===== src/rtl/dm_arbiter_if.sv =====
// Requester and data-memory signal bundle for dm_arbiter.
// The arbiter connects through the slave modport; requesters and the memory model use master.
interface dm_arbiter_if #(
  parameter int ADDR_W = 12
);
  logic              m0_req;
  logic              m0_we;
  logic              m0_byte;
  logic [31:0]       m0_addr;
  logic [31:0]       m0_wdata;
  logic              m0_gnt;
  logic              m0_done;
  logic [31:0]       m0_rdata;

  logic              m1_req;
  logic              m1_we;
  logic              m1_byte;
  logic [31:0]       m1_addr;
  logic [31:0]       m1_wdata;
  logic              m1_gnt;
  logic              m1_done;
  logic [31:0]       m1_rdata;

  logic              mem_en;
  logic              mem_we;
  logic [ADDR_W-3:0] mem_addr;
  logic [31:0]       mem_wdata;
  logic [31:0]       mem_rdata;

  modport slave (
    input  m0_req, m0_we, m0_byte, m0_addr, m0_wdata,
    output m0_gnt, m0_done, m0_rdata,
    input  m1_req, m1_we, m1_byte, m1_addr, m1_wdata,
    output m1_gnt, m1_done, m1_rdata,
    output mem_en, mem_we, mem_addr, mem_wdata,
    input  mem_rdata
  );

  modport master (
    output m0_req, m0_we, m0_byte, m0_addr, m0_wdata,
    input  m0_gnt, m0_done, m0_rdata,
    output m1_req, m1_we, m1_byte, m1_addr, m1_wdata,
    input  m1_gnt, m1_done, m1_rdata,
    input  mem_en, mem_we, mem_addr, mem_wdata,
    output mem_rdata
  );
endinterface


===== src/rtl/dm_arbiter.sv =====
// Two-requester round-robin arbiter in front of a single-ported synchronous-read word memory.
// Handles word load/store, sign-extended byte load, and byte store as read-modify-write.
//
// state | meaning
// IDLE  | waiting for a request; accept and latch operands
// RD    | memory read of the latched word
// CAP   | capture read word; form load result or merged store word
// WR    | memory write of latched or merged word
// RESP  | done pulse to the owner
module dm_arbiter #(
  parameter int ADDR_W = 12
) (
  input  logic          clk,
  input  logic          reset,
  dm_arbiter_if.slave   bus,
  output logic          busy
);

  typedef enum logic [2:0] {IDLE, WR, RD, CAP, RESP} state_t;

  state_t            state;
  state_t            stateNext;
  logic              ptr;
  logic              owner;
  logic              weLat;
  logic              byteLat;
  logic [ADDR_W-1:0] addrLat;
  logic [31:0]       wdataLat;
  logic [31:0]       capWord;
  logic [31:0]       m0Rdata;
  logic [31:0]       m1Rdata;

  logic              accept;
  logic              winner;
  logic [7:0]        rdLane;
  logic [31:0]       loadVal;
  logic [31:0]       mergedWord;
  logic              unusedAddrBits;

  assign unusedAddrBits = ^{bus.m0_addr[31:ADDR_W], bus.m1_addr[31:ADDR_W]};

  assign accept = (state == IDLE) && (bus.m0_req || bus.m1_req);
  // winner: 1 selects m1; the pointer only matters when both ask
  assign winner = bus.m1_req && (!bus.m0_req || ptr);

  always_comb begin
    rdLane = bus.mem_rdata[7:0];
    case (addrLat[1:0])
      2'd0: rdLane = bus.mem_rdata[7:0];
      2'd1: rdLane = bus.mem_rdata[15:8];
      2'd2: rdLane = bus.mem_rdata[23:16];
      2'd3: rdLane = bus.mem_rdata[31:24];
      default: rdLane = bus.mem_rdata[7:0];
    endcase
    loadVal = byteLat ? {{24{rdLane[7]}}, rdLane} : bus.mem_rdata;
  end

  always_comb begin
    mergedWord = capWord;
    case (addrLat[1:0])
      2'd0: mergedWord[7:0]   = wdataLat[7:0];
      2'd1: mergedWord[15:8]  = wdataLat[7:0];
      2'd2: mergedWord[23:16] = wdataLat[7:0];
      2'd3: mergedWord[31:24] = wdataLat[7:0];
      default: mergedWord = capWord;
    endcase
  end

  always_ff @(posedge clk or negedge reset) begin
    if (!reset) state <= IDLE;
    else        state <= stateNext;
  end

  always_comb begin
    stateNext = state;
    case (state)
      IDLE: begin
        if (accept) begin
          if (winner ? (bus.m1_we && !bus.m1_byte) : (bus.m0_we && !bus.m0_byte))
            stateNext = WR;
          else
            stateNext = RD;
        end
      end
      RD:      stateNext = CAP;
      CAP:     stateNext = weLat ? WR : RESP;
      WR:      stateNext = RESP;
      RESP:    stateNext = IDLE;
      default: stateNext = IDLE;
    endcase
  end

  always_comb begin
    bus.mem_en  = (state == RD) || (state == WR);
    bus.mem_we  = (state == WR);
    bus.m0_gnt  = accept && !winner;
    bus.m1_gnt  = accept && winner;
    bus.m0_done = (state == RESP) && !owner;
    bus.m1_done = (state == RESP) && owner;
    busy        = (state != IDLE);
  end

  assign bus.mem_addr  = addrLat[ADDR_W-1:2];
  assign bus.mem_wdata = byteLat ? mergedWord : wdataLat;
  assign bus.m0_rdata  = m0Rdata;
  assign bus.m1_rdata  = m1Rdata;

  always_ff @(posedge clk or negedge reset) begin
    if (!reset) begin
      ptr      <= 1'b0;
      owner    <= 1'b0;
      weLat    <= 1'b0;
      byteLat  <= 1'b0;
      addrLat  <= '0;
      wdataLat <= '0;
      capWord  <= '0;
      m0Rdata  <= '0;
      m1Rdata  <= '0;
    end else begin
      if (accept) begin
        ptr      <= ~winner;
        owner    <= winner;
        weLat    <= winner ? bus.m1_we   : bus.m0_we;
        byteLat  <= winner ? bus.m1_byte : bus.m0_byte;
        addrLat  <= winner ? bus.m1_addr[ADDR_W-1:0] : bus.m0_addr[ADDR_W-1:0];
        wdataLat <= winner ? bus.m1_wdata : bus.m0_wdata;
      end
      if (state == CAP) begin
        capWord <= bus.mem_rdata;
        // result registered here so it is already valid alongside done
        if (!weLat) begin
          if (owner) m1Rdata <= loadVal;
          else       m0Rdata <= loadVal;
        end
      end
    end
  end

endmodule

===== src/flat_wrapper.sv =====
// flat-port wrapper written by rule: the top's interface ports become plain ports
module dm_arbiter_flat 
#(
  parameter int ADDR_W = 12
)
  (clk, reset, busy, bus_m0_req, bus_m0_we, bus_m0_byte, bus_m0_addr, bus_m0_wdata, bus_m0_gnt, bus_m0_done, bus_m0_rdata, bus_m1_req, bus_m1_we, bus_m1_byte, bus_m1_addr, bus_m1_wdata, bus_m1_gnt, bus_m1_done, bus_m1_rdata, bus_mem_en, bus_mem_we, bus_mem_addr, bus_mem_wdata, bus_mem_rdata);
  dm_arbiter_if #(.ADDR_W(ADDR_W)) bus_i ();
  input  logic clk;
  input  logic reset;
  output logic busy;
  input wire logic [$bits(bus_i.m0_req)-1:0] bus_m0_req;
  input wire logic [$bits(bus_i.m0_we)-1:0] bus_m0_we;
  input wire logic [$bits(bus_i.m0_byte)-1:0] bus_m0_byte;
  input wire logic [$bits(bus_i.m0_addr)-1:0] bus_m0_addr;
  input wire logic [$bits(bus_i.m0_wdata)-1:0] bus_m0_wdata;
  output wire logic [$bits(bus_i.m0_gnt)-1:0] bus_m0_gnt;
  output wire logic [$bits(bus_i.m0_done)-1:0] bus_m0_done;
  output wire logic [$bits(bus_i.m0_rdata)-1:0] bus_m0_rdata;
  input wire logic [$bits(bus_i.m1_req)-1:0] bus_m1_req;
  input wire logic [$bits(bus_i.m1_we)-1:0] bus_m1_we;
  input wire logic [$bits(bus_i.m1_byte)-1:0] bus_m1_byte;
  input wire logic [$bits(bus_i.m1_addr)-1:0] bus_m1_addr;
  input wire logic [$bits(bus_i.m1_wdata)-1:0] bus_m1_wdata;
  output wire logic [$bits(bus_i.m1_gnt)-1:0] bus_m1_gnt;
  output wire logic [$bits(bus_i.m1_done)-1:0] bus_m1_done;
  output wire logic [$bits(bus_i.m1_rdata)-1:0] bus_m1_rdata;
  output wire logic [$bits(bus_i.mem_en)-1:0] bus_mem_en;
  output wire logic [$bits(bus_i.mem_we)-1:0] bus_mem_we;
  output wire logic [$bits(bus_i.mem_addr)-1:0] bus_mem_addr;
  output wire logic [$bits(bus_i.mem_wdata)-1:0] bus_mem_wdata;
  input wire logic [$bits(bus_i.mem_rdata)-1:0] bus_mem_rdata;
  assign bus_i.m0_req = bus_m0_req;
  assign bus_i.m0_we = bus_m0_we;
  assign bus_i.m0_byte = bus_m0_byte;
  assign bus_i.m0_addr = bus_m0_addr;
  assign bus_i.m0_wdata = bus_m0_wdata;
  assign bus_m0_gnt = bus_i.m0_gnt;
  assign bus_m0_done = bus_i.m0_done;
  assign bus_m0_rdata = bus_i.m0_rdata;
  assign bus_i.m1_req = bus_m1_req;
  assign bus_i.m1_we = bus_m1_we;
  assign bus_i.m1_byte = bus_m1_byte;
  assign bus_i.m1_addr = bus_m1_addr;
  assign bus_i.m1_wdata = bus_m1_wdata;
  assign bus_m1_gnt = bus_i.m1_gnt;
  assign bus_m1_done = bus_i.m1_done;
  assign bus_m1_rdata = bus_i.m1_rdata;
  assign bus_mem_en = bus_i.mem_en;
  assign bus_mem_we = bus_i.mem_we;
  assign bus_mem_addr = bus_i.mem_addr;
  assign bus_mem_wdata = bus_i.mem_wdata;
  assign bus_i.mem_rdata = bus_mem_rdata;
  dm_arbiter #(.ADDR_W(ADDR_W)) u_core (.clk(clk), .reset(reset), .bus(bus_i), .busy(busy));
endmodule

===== config.mk =====
export PLATFORM = sky130hd
export DESIGN_NAME = dm_arbiter_flat
export DESIGN_NICKNAME = d
export VERILOG_FILES = /design/src/rtl/dm_arbiter_if.sv /design/src/rtl/dm_arbiter.sv /design/src/flat_wrapper.sv
export SDC_FILE = /design/constraint.sdc
export NUM_CORES = 1
export LEC_CHECK = 0
export CAP_MARGIN = 20
export CORE_AREA = 2 2 128 130
export CTS_BUF_LIST = sky130_fd_sc_hd__clkbuf_16
export CTS_CLUSTER_SIZE = 16
export DETAILED_ROUTE_END_ITERATION = 16
export DIE_AREA = 0 0 130 132
export DONT_BUFFER_PORTS = 1
export REMOVE_ABC_BUFFERS = 1
export SYNTH_ARGS = -nofsm -noshare
export SYNTH_HDL_FRONTEND = slang
export SYNTH_SLANG_ARGS = --single-unit

===== constraint.sdc =====
create_clock -name clk -period 1.85 [get_ports clk]
set_input_delay 0.4625 -clock clk [delete_from_list [all_inputs] [get_ports clk]]
set_output_delay 0.4625 -clock clk [all_outputs]
set_load 0.05 [all_outputs]

==> run metrics, run 1 <==
Max Freq=between 400 and 500 MHz; Design Area, Final=8846 um^2; Avg Vias per Cell=approximately 5.9; number of flops mapped to enable cells by yosys=0; CTS tree=yes; data arrival time of the worst path=roughly 1.8 ns; drt pass-1 iters=5; Row Count=46; Post-Syn Instances=~710; filler cell count=about 1.4k; status=complete, but fails checks; fraction of layout cells with a size suffix above 1=0.2736; Hold Crit Class=input port to asynchronous set/reset pin; Initial Util=0.4413; global route overflow=0; Hold WS=-0.2669 ns; fin crit share=1.215; Antenna diodes=0; Slew headroom=0.4051; final HPWL from detailed placement=around 14 mm; Die H=around 130 um; ys flop type=dfrtp_1; Tot GR Track Use=0.2388; Synth Area in Adders=0; Final Max Slew Viols=0; final antenna-violating net count=0; H-tree depth reported by CTS=4; vias in the first global route=5,631; XOR/XNOR share of the synthesized area=0.001263; Seq/Total Area, Yosys=0.5305; core area=15,710 um^2; Core Util, Final=0.5630; synthesized area=roughly 7000 um^2; largest family of logic cells by synthesized area=simple AND/OR/NAND/NOR gates; Skew-Pair Late Insertion Delay=approximately 0.42 ns; Clock Sinks=147; Final #Nets=919; CP Max Fanout=7; data required time of the critical path=1.39 ns; WL/cell=22.64 um; largest cells by area after synthesis=dfrtp_1 53%, nand2_1 6.3%, nor2_1 5.5%, mux2_2 5.4%, a31oi_1 5.2%; total of max-cap violations=0; I/O Buffers=0; mux cell area share after synthesis=0.08968; Setup CP Type=flop to output pin; Avg Inst Size Synth=around 10 um^2; CP Capture Type=output pin; non-filler cells in the finished layout=980; Synth Area in Compound Gates=0.1546; total CTS buffers=17; CTS root buf=clkbuf_16; Die ar.=17,160 um^2; Post-Synth Simple-Gate Area=0.1644; Synth cell types=36; P&R area growth vs syn=27.57%; dpl cell area=between 7000 and 8000 um^2; initial antenna violation count=0; Final WS setup=-0.3983 ns; final WL=roughly 22 mm; Synth warnings=0; Slew @ Worst Pin=0.8891 ns; I/O pins=roughly 280; synth cell count leaders=147 x dfrtp_1, 117 x nand2_1, 101 x nor2_1; DRT iter0 DRCs=471; Async SR Flop Fraction=1.000; largest net degree at the start of global routing=around 150; Max Buffers Root-to-Sink=2; most common cell in the netlist=dfrtp_1; Final GP Congestion=0.8684; DP Cell Count=916; die width=between 100 and 150 um; Layout Skew=0.009522 ns; startpoint types=flop; Synth area leader=dfrtp_1; Final Hold Viols=about 150; drt drc=0; clk slew on worst S/H paths=about 0.060 ns; top cell type's share of synthesized area=0.5305; crit path time final=between 2 and 2.5 ns; number of synthesized register bits=about 150; failing checks=hold timing, setup timing; RSZ-0062 raised after global routing=true; via count=about 5.8k; Final setup viols=52; first-pass GRT wire length=around 31 mm
what timing repair did:
action	4_1_cts	5_1_grt
setup endpoints to repair	39	71
gates cloned	3	5
resized for setup	30	75
endpoints found under the hold margin	147	147
setup buffers	11	15
pin swaps	17	21
worst paths after layout:
check | startpoint | endpoint | slack (ns) | depth (start not counted)
worst min register to register | u_core.capWord[6] | u_core.capWord[6] | 0.50 | 2
max in group asynchronous | reset | u_core.capWord[1] | 1.86 | 0
min in group clk | bus_m1_wdata[22] | u_core.wdataLat[22] | 0.15 | 2
worst min-delay path | reset | u_core.state[2] | -0.27 | 0
worst max register to register | u_core.state[2] | u_core.bus.m1_rdata[22] | -0.06 | 9
worst max-delay path | u_core.addrLat[0] | bus_mem_wdata[3] | -0.40 | 4
routing by layer:
layer	GRT usage	share of wire	vias up
met1	0.3037	0.40	2879
met5	0	0	-
met3	0.05804	0.076	44
met4	0.09797	0.029	0
met2	0.3889	0.49	290
li1	-	-	2547
layout by cell type (no fill, tap or decap), drive strengths merged:
| master | instances |
|---|---|
| inv | 13 |
| and2b | 1 |
| nor2 | 101 |
| o22ai | 8 |
| a21o | 2 |
| nand3b | 1 |
| mux2 | 33 |
| bufbuf | 2 |
| o21ai | 10 |
| and3 | 1 |
| nor3 | 4 |
| mux2i | 25 |
| nor4bb | 1 |
| nand2b | 29 |
| a32o | 7 |
| dfrtp | 147 |
| o41a | 1 |
| clkinvlp | 2 |
| nor4b | 1 |
| xnor2 | 1 |
| buf | 85 |
| o2bb2ai | 1 |
| bufinv | 4 |
| clkbuf | 20 |
| a21oi | 31 |
| nor2b | 3 |
| nand2 | 118 |
| a22oi | 46 |
| clkinv | 6 |
| nor3b | 2 |
| a31oi | 58 |
stage by stage:
stage / setup WS, ns / setup TNS, ns
after global routing: -0.4684 / -16.21
after floorplan: -3.174 / -239.95
after CTS: -0.4035 / -11.53
after detailed placement: -0.01298 / -0.03754
final: -0.3983 / -12.17
after global placement: -0.006160 / -0.009176
sequential cells by signal, indices dropped and copies added (netlist names), 3 cells and up:
| signal | cells |
|---|---|
| u_core.wdataLat | 32 |
| u_core.bus.m0_rdata | 32 |
| u_core.addrLat | 12 |
| u_core.bus.m1_rdata | 32 |
| u_core.state | 3 |
| u_core.capWord | 32 |
final cells by class:
cell class / count / area (um^2) / area share
clock inverters: 15 / 187.7 / 0.02122
clock buffers: 17 / 425.4 / 0.04809
inverters: 10 / 37.54 / 0.004243
multi-input cells: 485 / 3153 / 0.3564
repair buffers: 90 / 1087 / 0.1229
well taps: 216 / 270.3 / 0.03055
flip-flops and latches: 147 / 3685 / 0.4165
cells by family (layout without fill, tap and decap cells):
logic type      count (synthesis)  count (layout)
flops                         147             147
xor+xnor                        1               1
compound gates                164             164
simple gates                  262             262
buf+inv                        75             132
mux                            58              58
critical path, cell delays in order (launching register included):
cell     delay [ns]
dfrtp_2        0.46
buf_4          0.17
o21ai_4        0.16
buf_6          0.18
mux2_4         0.40
Power of run 1 is not shown: default switching activity piles up to over one toggle a cycle in this logic, so the estimate is an artifact.
==> inputs of run 2 (changes only) <==
--- a/config.mk
+++ b/config.mk
@@ -12,6 +12,8 @@
 export DETAILED_ROUTE_END_ITERATION = 16
 export DIE_AREA = 0 0 130 132
 export DONT_BUFFER_PORTS = 1
+export HOLD_SLACK_MARGIN = 0.06
+export PLACE_DENSITY = 0.6
 export REMOVE_ABC_BUFFERS = 1
 export SYNTH_ARGS = -nofsm -noshare
 export SYNTH_HDL_FRONTEND = slang
==> results of run 2 <==
No change in the layout: final DEF, timing and power equal those of run 1.
Power of run 2 is left out for the same reason.
